$ cat config.mk
export PLATFORM = sky130hd
export DESIGN_NAME = cpu_ctrl
export DESIGN_NICKNAME = d
export VERILOG_FILES = /design/src/rtl/cpu_pkg.sv /design/src/rtl/cpu_decode.sv /design/src/rtl/cpu_ctrl.sv
export SDC_FILE = /design/constraint.sdc
export NUM_CORES = 1
export LEC_CHECK = 0
export BUFFER_PORTS_ARGS = -buffer_cell sky130_fd_sc_hd__buf_4
export CORE_ASPECT_RATIO = 1.25
export CORE_MARGIN = 3
export CORE_UTILIZATION = 32
export DETAILED_ROUTE_END_ITERATION = 10
export GPL_TIMING_DRIVEN = 0
export MAX_ROUTING_LAYER = met4
export SYNTH_ARGS = -nofsm -noshare
export SYNTH_HDL_FRONTEND = slang
export SYNTH_SLANG_ARGS = --single-unit
$ cat constraint.sdc
create_clock -name clk -period 1.7 [get_ports clk]
set_input_delay 0.34 -clock clk [delete_from_list [all_inputs] [get_ports clk]]
set_output_delay 0.34 -clock clk [all_outputs]
set_load 0.02 [all_outputs]
$ cat src/rtl/cpu_pkg.sv
// Shared types and constants for the 8-bit CPU control path.
// Instruction word: opcode[15:12], rd[11:8], rs1[7:4], rs2[3:0], imm8/target[7:0].
package cpu_pkg;

  typedef enum logic [3:0] {
    OP_NOP  = 4'h0,
    OP_ADD  = 4'h1,
    OP_SUB  = 4'h2,
    OP_AND  = 4'h3,
    OP_OR   = 4'h4,
    OP_XOR  = 4'h5,
    OP_LDI  = 4'h6,
    OP_MOV  = 4'h7,
    OP_JMP  = 4'h8,
    OP_BEQZ = 4'h9,
    OP_HALT = 4'hF
  } opcode_e;

  typedef enum logic [2:0] {
    ALU_ADD    = 3'd0,
    ALU_SUB    = 3'd1,
    ALU_AND    = 3'd2,
    ALU_OR     = 3'd3,
    ALU_XOR    = 3'd4,
    ALU_PASS_B = 3'd5
  } alu_op_e;

  typedef enum logic [2:0] {
    S_FETCH   = 3'd0,
    S_DECODE  = 3'd1,
    S_EXECUTE = 3'd2,
    S_HALT    = 3'd3,
    S_STEP    = 3'd4
  } state_e;

  localparam int OPC_LSB = 12;
  localparam int RD_LSB  = 8;
  localparam int RS1_LSB = 4;
  localparam int RS2_LSB = 0;
  localparam int FIELD_W = 4;
  localparam int IMM_W   = 8;

  localparam logic [3:0] REG_ZERO = 4'd0;
  localparam logic [3:0] REG_OUT  = 4'd15;

endpackage

$ cat src/rtl/cpu_decode.sv
// Combinational instruction decode: IR -> register addresses, ALU control and flow flags.
// Unused address fields are driven to zero so idle instructions present quiet buses.
module cpu_decode
  import cpu_pkg::*;
(
  input  logic [15:0] i_ir,
  output logic [3:0]  o_ra1,
  output logic [3:0]  o_ra2,
  output logic [3:0]  o_wa,
  output logic [2:0]  o_alu_op,
  output logic        o_imm_sel,
  output logic        o_writes_rd,
  output logic        o_is_jmp,
  output logic        o_is_beqz,
  output logic        o_is_halt
);

  opcode_e    w_opc;
  logic [3:0] w_rd;
  logic [3:0] w_rs1;
  logic [3:0] w_rs2;

  assign w_opc = opcode_e'(i_ir[OPC_LSB +: FIELD_W]);
  assign w_rd  = i_ir[RD_LSB  +: FIELD_W];
  assign w_rs1 = i_ir[RS1_LSB +: FIELD_W];
  assign w_rs2 = i_ir[RS2_LSB +: FIELD_W];

  always_comb begin
    o_ra1       = REG_ZERO;
    o_ra2       = REG_ZERO;
    o_wa        = REG_ZERO;
    o_alu_op    = ALU_ADD;
    o_imm_sel   = 1'b0;
    o_writes_rd = 1'b0;
    o_is_jmp    = 1'b0;
    o_is_beqz   = 1'b0;
    o_is_halt   = 1'b0;
    case (w_opc)
      OP_ADD, OP_SUB, OP_AND, OP_OR, OP_XOR: begin
        o_ra1       = w_rs1;
        o_ra2       = w_rs2;
        o_wa        = w_rd;
        o_writes_rd = 1'b1;
      end
      OP_LDI: begin
        o_wa        = w_rd;
        o_imm_sel   = 1'b1;
        o_writes_rd = 1'b1;
      end
      OP_MOV: begin
        o_ra2       = w_rs2;
        o_wa        = w_rd;
        o_writes_rd = 1'b1;
      end
      OP_JMP:  o_is_jmp = 1'b1;
      // Branch tests the rd register, so it goes out on read port 1.
      OP_BEQZ: begin
        o_ra1     = w_rd;
        o_is_beqz = 1'b1;
      end
      OP_HALT: o_is_halt = 1'b1;
      default: ;
    endcase

    case (w_opc)
      OP_SUB:         o_alu_op = ALU_SUB;
      OP_AND:         o_alu_op = ALU_AND;
      OP_OR:          o_alu_op = ALU_OR;
      OP_XOR:         o_alu_op = ALU_XOR;
      OP_LDI, OP_MOV: o_alu_op = ALU_PASS_B;
      default:        o_alu_op = ALU_ADD;
    endcase
  end

endmodule

$ cat src/rtl/cpu_ctrl.sv
// Multicycle fetch/decode/execute sequencer owning PC, IR, jumps, branches and halt.
// Optional single-step mode is enabled with `define CPU_CTRL_STEP_EN (adds the step input).
module cpu_ctrl
  import cpu_pkg::*;
#(
  parameter logic [7:0] START_ADDR = 8'h00
) (
  input  logic        clk,
  input  logic        reset,
  output logic        imem_req,
  output logic [7:0]  imem_addr,
  input  logic        imem_ack,
  input  logic [15:0] imem_data,
  output logic [3:0]  RA1,
  output logic [3:0]  RA2,
  output logic [3:0]  WA,
  output logic        write_enable,
  output logic [2:0]  alu_op,
  output logic        imm_sel,
  output logic [7:0]  imm,
  input  logic [7:0]  RD1,
  output logic        halted
`ifdef CPU_CTRL_STEP_EN
  ,
  input  logic        step
`endif
);

`ifdef CPU_CTRL_STEP_EN
  localparam state_e S_ENTRY = S_STEP;
`else
  localparam state_e S_ENTRY = S_FETCH;
`endif

  state_e      r_state;
  state_e      w_state_nxt;
  logic [7:0]  r_pc;
  logic [15:0] r_ir;

  logic [3:0]  w_ra1;
  logic [3:0]  w_ra2;
  logic [3:0]  w_wa;
  logic [2:0]  w_alu_op;
  logic        w_imm_sel;
  logic        w_writes_rd;
  logic        w_is_jmp;
  logic        w_is_beqz;
  logic        w_is_halt;
  logic        w_ctl_active;
  logic        w_fetch_done;
  logic        w_branch;

  cpu_decode u_decode (
    .i_ir        (r_ir),
    .o_ra1       (w_ra1),
    .o_ra2       (w_ra2),
    .o_wa        (w_wa),
    .o_alu_op    (w_alu_op),
    .o_imm_sel   (w_imm_sel),
    .o_writes_rd (w_writes_rd),
    .o_is_jmp    (w_is_jmp),
    .o_is_beqz   (w_is_beqz),
    .o_is_halt   (w_is_halt)
  );

  always_ff @(posedge clk or posedge reset) begin
    if (reset) r_state <= S_ENTRY;
    else       r_state <= w_state_nxt;
  end

  always_comb begin
    w_state_nxt = r_state;
    case (r_state)
`ifdef CPU_CTRL_STEP_EN
      S_STEP:    if (step) w_state_nxt = S_FETCH;
`else
      S_STEP:    w_state_nxt = S_FETCH;
`endif
      S_FETCH:   if (imem_ack) w_state_nxt = S_DECODE;
      S_DECODE:  w_state_nxt = S_EXECUTE;
      S_EXECUTE: w_state_nxt = w_is_halt ? S_HALT : S_ENTRY;
      S_HALT:    w_state_nxt = S_HALT;
      default:   w_state_nxt = S_ENTRY;
    endcase
  end

  // Ack only counts while a request is out, which is exactly the FETCH state.
  assign w_fetch_done = (r_state == S_FETCH) && imem_ack;
  assign w_branch     = (r_state == S_EXECUTE) &&
                        (w_is_jmp || (w_is_beqz && (RD1 == 8'h00)));

  always_ff @(posedge clk or posedge reset) begin
    if (reset) begin
      r_pc <= START_ADDR;
      r_ir <= 16'h0000;
    end else begin
      if (w_fetch_done) begin
        r_ir <= imem_data;
        r_pc <= r_pc + 8'd1;
      end else if (w_branch) begin
        r_pc <= r_ir[IMM_W-1:0];
      end
    end
  end

  // Decode outputs are only presented while the instruction is in flight, so they
  // read as zero in FETCH/HALT and after an asynchronous reset.
  assign w_ctl_active = (r_state == S_DECODE) || (r_state == S_EXECUTE);

  assign RA1     = w_ctl_active ? w_ra1     : REG_ZERO;
  assign RA2     = w_ctl_active ? w_ra2     : REG_ZERO;
  assign WA      = w_ctl_active ? w_wa      : REG_ZERO;
  assign alu_op  = w_ctl_active ? w_alu_op  : ALU_ADD;
  assign imm_sel = w_ctl_active ? w_imm_sel : 1'b0;
  assign imm     = r_ir[IMM_W-1:0];

  assign write_enable = !reset && (r_state == S_EXECUTE) && w_writes_rd && (w_wa != REG_ZERO);
  assign imem_req     = !reset && (r_state == S_FETCH);
  assign imem_addr    = r_pc;
  assign halted       = (r_state == S_HALT);

endmodule

==> results of run 1 <==
[power groups by stage]
stage / Sequential, mW / Combinational, mW / Clock [mW]
6_report: 0.618 / 0.0630 / 0.402
5_1_grt: 0.618 / 0.0705 / 0.436
4_1_cts: 0.618 / 0.0628 / 0.418
3_5_place_dp: 0.630 / 0.0624 / 0
3_3_place_gp: 0.630 / 0.0626 / 0
2_1_floorplan: 0.630 / 0.0116 / 0
[cell type report]
type | count | share of cell area, %
multi-input cells | 140 | 39.2
inverters | 7 | 1.00
clock buffers | 4 | 2.10
well taps | 60 | 2.87
flip-flops and latches | 26 | 24.9
plain buffers | 15 | 4.63
repair buffers | 80 | 25.2
[sequential cells by signal, summed over array words and instances, names as in the netlist]
signal     flops
r_state        2
r_ir          16
imem_addr      8
[cell families after synthesis]
| logic type | count (synthesis) | share of synthesized area [%] |
|---|---|---|
| xor+xnor | 2 | 1.11 |
| mux | 1 | 0.711 |
| buf+inv | 22 | 8.38 |
| compound gates | 28 | 12.4 |
| flops | 26 | 41.1 |
| simple gates | 104 | 32.3 |
| fa+ha+maj | 5 | 3.95 |
[routing by layer]
layer | vias to the layer above | global-route usage (%) | routed length, µm | part of all wire, %
li1 | 808 | - | - | -
met1 | 740 | 22.1 | 1980 | 41
met2 | 49 | 30.2 | 2540 | 52
met3 | 6 | 2.14 | 279 | 5.7
met4 | 0 | 6.38 | 75 | 1.5
met5 | - | - | 0 | 0
[final timing paths]
check	startpoint	endpoint	slack (ns)	depth (start not counted)
worst max-delay path	r_state[0]	alu_op[1]	-0.31	7
worst min-delay path	imem_data[11]	r_ir[11]	0.25	3
worst max register to register	r_ir[14]	imem_addr[6]	-0.09	6
worst min register to register	r_ir[1]	r_ir[1]	0.54	2
max in group asynchronous	reset	r_ir[15]	0.66	2
min in group asynchronous	reset	r_state[0]	0.35	2
[what timing repair did]
item / CTS / global route
setup endpoints to repair: 35 / 36
pin swaps: 17 / 12
setup buffers: 18 / 2
resized for setup: 55 / 20
[critical path, cell delays in order, from the launching register on]
cell	delay [ns]
dfrtp_1	0.39
inv_2	0.07
buf_6	0.12
ha_4	0.27
nand2b_4	0.11
buf_4	0.16
a21oi_2	0.12
buf_4	0.16
[cells in the final DEF, fill, tap and decap left out, types with 3 or more instances in the layout]
cell      instances
and2_4            8
a21oi_1           3
inv_1             4
nand2_1          54
ha_1              3
clkbuf_8          4
o21ai_0           3
nor2b_2           3
a22oi_2           3
nor3_1            5
nor2_4            4
buf_4            73
buf_6            19
dfrtp_1          24
nor4_1            4
a221o_1           4
inv_2             3
==> results.py, run 1 <==
metrics = {
    "setup_path": {
        "path_class": "register to primary output",
        "start_kind": "register",
        "cp-end-kind": "primary output",
        "cp_max_fo": 7,
        "cp.arrival_ns": 1.67,
        "critPathRequiredTime_ns": 1.36,
    },
    "logic_synthesis": {
        "synth_nets": 220,
        "syn_avg_cell_area_um2": 8.42,
        "yosysMostFrequentCell": "nand2_1",
        "yosysUniqueCellTypes": 41,
        "syn-instance-count": 188,
        "yosysTopAreaCell": "dfrtp_1",
        "yosysWarningCount": 0,
        "ys_async_sr_fraction_pct": 100,
        "synthTopCellsByCount": "nand2_1 (55), dfrtp_1 (26), buf_4 (9)",
        "synthFlopType": "dfrtp_1",
        "ys_ff_latch": 26,
        "synthesis.area_um2": 1580,
        "yosysTopAreaCellShare_pct": 41.1,
        "synth_area_leaders": "dfrtp_1 (41%), nand2_1 (13%), buf_4 (4.3%), ha_1 (4.0%), and2_1 (2.8%)",
        "yosysSeqAreaShare_pct": 41.1,
        "synth_edf_count": 0,
    },
    "timing": {
        "max_slew.worst_pin.slew_ns": 1.03,
        "holdWs_ns": 0.252,
        "tns_ns": -4.39,
        "fin_ws_ns": -0.308,
        "rsz0062_at_grt": "yes",
        "fmax_ghz": 0.498,
        "setup_violations": 23,
        "maxSlewViolCount": 0,
        "skew_ns": 0.00242,
        "post-route-min-period_ns": 2.01,
        "hold_violations": 0,
        "slew_headroom_pct": 31.4,
        "fin_crit_sh_pct": 118,
    },
    "die": {
        "ios": 62,
        "design.core.area_um2": 4760,
        "fp.dieW_um": 68.9,
        "dieArea_um2": 5830,
        "placement_rows": 28,
        "initial_utilization_pct": 33.2,
        "die_height_um": 84.6,
    },
    "detailed_routing": {
        "routed_wl_um": 4880,
        "route.antenna.remaining_nets": 0,
        "vias": 1603,
        "drt-pass1-iter-count": 4,
        "first_iter_violations": 86,
        "drc": 0,
        "post_drt_wl_per_cell_um": 14.7,
        "vias_per_cell": 4.83,
    },
    "layout": {
        "nets": 305,
        "seq_area_um2": 653,
        "diodes": 0,
        "fillCellCount": 462,
        "syn_to_final_growth_pct": 65.5,
        "post-route-util_pct": 55.0,
        "finalInstanceArea_um2": 2620,
        "multiInputGateArea_um2": 1030,
        "final_cells": 332,
        "drive_gt1_share_pct": 53.3,
    },
    "place": {
        "dp_cells": 309,
        "routabilityCongestion": 0.781,
        "portBuffers": 61,
        "dp_hpwl_um": 3350,
        "place_ws_ns": -0.313,
        "place_area_um2": 2150,
    },
    "power": {
        "switching_power_mw": 0.219,
        "ir_drop_v": 0.000256,
        "p_seq_share_pct": 57.1,
        "clockPowerShare_pct": 37.1,
        "internal-power_mw": 0.863,
        "static-leakage-power_nw": 1.27,
        "p_per_area_nw_per_um2": 413,
        "combPwrFrac_pct": 5.8,
        "power_mw": 1.08,
        "swShare_pct": 20.3,
    },
    "clocking": {
        "root_buffer": "clkbuf_8",
        "clk_latency_ns": 0.27,
        "cts_buffers": 3,
        "cts_hold_buffers": 0,
        "clk_pin_slew_ns": 0.09,
        "cts_tree": "built",
        "cts_max_path_buffers": 2,
        "htree_levels": 1,
        "cts.sinks": 26,
    },
    "global_routing": {
        "gr-total-overflow": 0,
        "track_usage_pct": 18.1,
        "antenna_found_initial": 0,
        "grt_pass1_wl_um": 7850,
        "grt_max_degree": 27,
        "grt_pass1_vias": 1654,
    },
    "outcome": {
        "violations": "negative setup slack",
        "status": "finished with violations",
    },
    "flow_run": {
        "maxCapViolCount": 0,
    },
    "hold_path": {
        "hold_path_class": "input port to register",
    },
}
Note: power is estimated with default switching activity, not from simulation.
==> run 2: changes to the inputs <==
==> constraint.sdc (replaced) <==
create_clock -name clk -period 1.7 [get_ports clk]
set_input_delay 0 -clock clk [delete_from_list [all_inputs] [get_ports clk]]
set_output_delay 0 -clock clk [all_outputs]
set_load 0.02 [all_outputs]
==> run 2 against run 1 <==
Compared with the run above: the flow finishes with violations (negative hold slack); core utilization fell by 2.2 points; sequential power barely moved; clock power barely moved; fmax rose by 20%; critical path type is now register to register; final area fell by 4.0%; critical path depth fell by 1; clock-buffer cell count did not move.
==> results.py, run 2 (synthesized netlist as in run 1, its figures left out) <==
metrics = {
    "global_routing": {
        "grt_pass1_wl_um": 7180,
        "gr-total-overflow": 0,
        "track_usage_pct": 16.4,
        "antenna_found_initial": 0,
        "grt_max_degree": 27,
        "grt_pass1_vias": 1528,
    },
    "power": {
        "internal-power_mw": 0.887,
        "combPwrFrac_pct": 8.3,
        "power_mw": 1.11,
        "clockPowerShare_pct": 36.2,
        "switching_power_mw": 0.226,
        "static-leakage-power_nw": 1.25,
        "swShare_pct": 20.3,
        "ir_drop_v": 0.000229,
        "p_per_area_nw_per_um2": 443,
        "p_seq_share_pct": 55.5,
    },
    "setup_path": {
        "reg2reg_depth": 6,
        "startpoint": "r_state[1]",
        "start_kind": "register",
        "worst_r2r_endpoint": "imem_addr[1]",
        "r2r_slack_ns": 0.02,
        "timing.rr.start": "r_state[1]",
        "cp-endpoint": "imem_addr[1]",
        "cp_max_fo": 5,
        "critPathRequiredTime_ns": 1.86,
        "cp.arrival_ns": 1.84,
        "path_class": "register to register",
        "cp-end-kind": "register",
    },
    "layout": {
        "layout_common_cells": "buf_4 (76), nand2_1 (54), dfrtp_1 (26)",
        "seq_area_um2": 651,
        "drive_gt1_share_pct": 40.0,
        "syn_to_final_growth_pct": 58.9,
        "nets": 308,
        "multiInputGateArea_um2": 920,
        "final_common_cell": "buf_4",
        "diodes": 0,
        "top_register": "r_ir",
        "largest_register_ffs": 16,
        "fillCellCount": 492,
    },
    "detailed_routing": {
        "drt-pass1-iter-count": 5,
        "route.antenna.remaining_nets": 0,
        "post_drt_wl_per_cell_um": 13.8,
        "routed_wl_um": 4610,
        "vias_per_cell": 4.90,
        "first_iter_violations": 102,
        "vias": 1641,
        "drc": 0,
    },
    "clocking": {
        "cts_tree": "built",
        "root_buffer": "clkbuf_8",
        "cts.sinks": 26,
        "cts_buffers": 3,
        "clk_pin_slew_ns": 0.09,
        "clk_latency_ns": 0.27,
        "cts_max_path_buffers": 2,
        "htree_levels": 1,
    },
    "timing": {
        "slew_headroom_pct": 33.5,
        "max_slew.worst_pin.slew_ns": 0.997,
        "hold_violations": 26,
        "setup_violations": 0,
        "skew_ns": 0.00318,
        "post-route-min-period_ns": 1.68,
        "holdWs_ns": -0.0157,
        "rsz0062_at_grt": "yes",
        "fmax_ghz": 0.596,
        "fin_crit_sh_pct": 98.7,
        "maxSlewViolCount": 0,
    },
    "flow_run": {
        "maxCapViolCount": 0,
    },
    "die": {
        "die_height_um": 84.6,
        "initial_utilization_pct": 33.2,
        "fp.dieW_um": 68.9,
        "placement_rows": 28,
        "ios": 62,
        "design.core.area_um2": 4760,
        "dieArea_um2": 5830,
    },
    "outcome": {
        "status": "finished with violations",
        "violations": "negative hold slack",
    },
    "place": {
        "routabilityCongestion": 0.834,
        "portBuffers": 61,
        "dp_hpwl_um": 3400,
    },
    "hold_path": {
        "hold_path_class": "input port to async pin",
    },
}
run 2: changes by cell type in the layout (fill, tap and decap cells not counted), moves of 2 or more:
cell,previous run,this run
a22oi_1,1,3
a22oi_2,3,1
and2_1,0,7
and2_4,8,1
buf_4,73,76
buf_6,19,4
dfrtp_1,24,26
dfrtp_2,2,0
dlygate4sd3_1,0,16
nor2_2,0,2
nor2_4,4,2
nor2b_1,1,6
nor2b_2,3,0
nor2b_4,2,0
run 2: how the worst min path moves through the flow:
stage                     slack [ns]          from      endpoint  cells after the start
after floorplan                 0.04         reset  imem_addr[0]                      1
after global placement          0.19  imem_data[6]       r_ir[6]                      3
after detailed placement        0.19  imem_data[4]       r_ir[4]                      3
after CTS                       0.02         reset    r_state[1]                      2
after global routing            0.08      imem_ack    r_state[0]                      3
final                          -0.02         reset      r_ir[15]                      2
run 2: metrics by stage:
step	util [%]	cells	TNS [ns]	worst slack [ns]	cell area, µm²
global route	52.8	335	-0.0568	-0.0202	2510
finish	52.8	335	0	0.0219	2510
floorplan	-	188	0	0.0102	1580
global placement	44.4	309	-3.37	-0.287	2120
CTS	50.0	330	-0.621	-0.135	2380
detailed placement	44.4	309	-3.79	-0.311	2120
run 2: layout make-up:
class / count / share of cell area, %
Buffer: 15 / 4.83
Clock buffer: 4 / 2.19
Inverter: 7 / 1.04
Multi-Input combinational cell: 140 / 36.6
Sequential cell: 26 / 25.9
Tap cell: 60 / 2.99
Timing Repair Buffer: 83 / 26.5
run 2: what timing repair did:
item                                    CTS  global route
pin swaps                                 1             9
setup buffers                             1             5
resized for setup                        15            21
endpoints found under the setup margin   33            34
hold buffers                             16             0
endpoints found under the hold margin    16             0
run 2: critical path: stages (launching register included):
cell and delay (ns):
dfrtp_1 0.41, buf_4 0.15, ha_4 0.16, buf_4 0.14
a31o_4 0.24, nor2_4 0.14, mux2_2 0.34
run 2: power by group through the flow:
stage	clock, mW	combinational, mW	sequential (mW)
after global routing	0.429	0.102	0.618
after detailed placement	0	0.0639	0.630
after floorplan	0	0.0116	0.630
final	0.403	0.0920	0.618
after CTS	0.412	0.0928	0.618
after global placement	0	0.0643	0.630
run 2: layer usage:
metal | vias to the layer above | GRT usage, % | share of wire, %
met5 | - | - | 0
met4 | 0 | 2.66 | 0.26
met3 | 2 | 1.87 | 6.1
met2 | 54 | 27.2 | 51
met1 | 766 | 21.5 | 43
li1 | 819 | - | -
==> run 3: changes to the inputs <==
REMOVE_ABC_BUFFERS = 1   (was unset)
clock period = 1.5 ns   (was 1.7 ns; I/O delays follow)
==> run 3 against run 2 <==
Compared with the run above: the run ends with negative hold slack, negative setup slack left; fmax grew 1.5%; via count grew 0.12%; global-route usage grew 1.3 points; critical path type unchanged; sequential power grew 13%; clock-buffer cell count shrank 1; highest routed layer unchanged; final cell count shrank 1.2%; non-clock buffer count shrank 4; combinational power grew 14%; sequential cell count is the same; largest power group unchanged.
==> results.py, run 3 (synthesized netlist as in run 1, its figures left out) <==
metrics = {
    "layout": {
        "fillCellCount": 471,
        "final_common_cell": "buf_4",
        "final_cells": 331,
        "syn_to_final_growth_pct": 64.3,
        "drive_gt1_share_pct": 46.9,
        "seq_area_um2": 656,
        "top_register": "r_ir",
        "nets": 305,
        "multiInputGateArea_um2": 1010,
        "largest_register_ffs": 16,
        "diodes": 0,
        "layout_common_cells": "buf_4 (63), nand2_1 (52), dfrtp_1 (22)",
    },
    "clocking": {
        "cts_max_path_buffers": 2,
        "cts_buffers": 3,
        "cts.sinks": 26,
        "root_buffer": "clkbuf_8",
        "cts_tree": "built",
        "htree_levels": 1,
        "clk_pin_slew_ns": 0.09,
        "clk_latency_ns": 0.27,
    },
    "hold_path": {
        "hold_path_class": "input port to async pin",
    },
    "detailed_routing": {
        "drt-pass1-iter-count": 4,
        "vias": 1643,
        "post_drt_wl_per_cell_um": 14.9,
        "drc": 0,
        "vias_per_cell": 4.96,
        "routed_wl_um": 4920,
        "first_iter_violations": 57,
        "route.antenna.remaining_nets": 0,
    },
    "setup_path": {
        "timing.rr.start": "r_ir[14]",
        "cp.arrival_ns": 1.81,
        "worst_r2r_endpoint": "imem_addr[6]",
        "cp-end-kind": "register",
        "reg2reg_depth": 4,
        "cp_max_fo": 6,
        "r2r_slack_ns": -0.15,
        "critPathRequiredTime_ns": 1.66,
        "start_kind": "register",
        "path_class": "register to register",
    },
    "timing": {
        "fin_ws_ns": -0.154,
        "tns_ns": -1.80,
        "maxSlewViolCount": 0,
        "holdWs_ns": -0.00759,
        "fmax_ghz": 0.605,
        "post-route-min-period_ns": 1.65,
        "rsz0062_at_grt": "yes",
        "slew_headroom_pct": 31.7,
        "max_slew.worst_pin.slew_ns": 1.02,
        "skew_ns": 0.00437,
        "fin_crit_sh_pct": 110,
        "setup_violations": 23,
        "hold_violations": 23,
    },
    "die": {
        "fp.dieW_um": 68.9,
        "dieArea_um2": 5830,
        "placement_rows": 28,
        "initial_utilization_pct": 33.2,
        "design.core.area_um2": 4760,
        "ios": 62,
        "die_height_um": 84.6,
    },
    "global_routing": {
        "grt_use_met2_pct": 28.0,
        "grtUsageMet1_pct": 23.7,
        "track_usage_pct": 17.7,
        "gr-total-overflow": 0,
        "grt_pass1_wl_um": 7660,
        "antenna_found_initial": 0,
        "busiest_layer": "met2",
        "grt_pass1_vias": 1574,
        "grt_max_degree": 27,
        "met3_usage_pct": 2.41,
    },
    "outcome": {
        "status": "finished with violations",
        "violations": "negative hold slack, negative setup slack",
    },
    "place": {
        "place_ws_ns": -1.11,
        "dp_cells": 294,
        "dp_hpwl_um": 3040,
        "routabilityCongestion": 0.732,
        "portBuffers": 61,
    },
    "flow_run": {
        "maxCapViolCount": 0,
    },
    "power": {
        "p_per_area_nw_per_um2": 464,
        "ir_drop_v": 0.000356,
        "static-leakage-power_nw": 1.23,
    },
}
## run 3: cell types whose count changed in the layout (fill, tap and decap cells not counted), moves of 2 or more
cell,previous run,this run
buf_4,76,63
buf_6,4,14
and2_1,7,0
and2_4,1,8
dfrtp_1,26,22
dfrtp_2,0,4
nand2_1,54,52
nand2_2,0,2
nor2_2,2,0
nor2_4,2,4
nor3_1,6,4
nor3_2,0,2
## run 3: area by class of cell
class / count / area share, %
clock buffer: 3 / 1.59
inverter: 7 / 1.01
multi-input combinational: 141 / 38.7
sequential: 26 / 25.2
tap: 60 / 2.89
timing repair buffer: 94 / 30.6
## run 3: how the worst max path moves through the flow
stage | start | to | cells after the start
finish | r_ir[14] | imem_addr[6] | 4
floorplan | r_state[0] | imem_addr[6] | 6
global route | r_ir[13] | RA1[0] | 5
global placement | r_state[0] | imem_addr[4] | 6
CTS | r_ir[13] | imem_addr[6] | 4
detailed placement | r_state[0] | imem_addr[6] | 6
## run 3: worst max-delay path, stage by stage, from the launching register on
cell and delay, ns:
dfrtp_2 0.47, and4bb_4 0.42, and4_4 0.28, nor2_4 0.06, a221o_1 0.32
## run 3: metrics by stage
stage / util, % / power (mW) / area, µm² / hold slack [ns]
4_1_cts: 53.0 / 1.23 / 2520 / 0.0346
3_5_place_dp: 42.2 / 0.785 / 2010 / 0.192
3_3_place_gp: 42.2 / 0.784 / 2010 / 0.192
6_report: 54.6 / 1.21 / 2600 / -0.00759
5_1_grt: 54.6 / 1.27 / 2600 / 0.0865
2_1_floorplan: - / 0.727 / 1480 / 0.0400
## run 3: timing repair
action,CTS,global route
pin swaps,15,10
hold buffers,16,0
gates resized for setup,53,16
cloned,1,0
setup endpoints to repair,41,26
buffers inserted,14,3
hold endpoints to repair,16,0
## run 3: metal layers
metal / vias up / share of wire [%]
met5: - / 0
met4: 0 / 1.2
met3: 7 / 5.1
met2: 44 / 50
met1: 786 / 44
li1: 806 / -
## run 3: report_power, final
part	switching [mW]	internal, mW
Clock	0.221	0.180
Sequential	0	0.700
Combinational	0.0346	0.0706
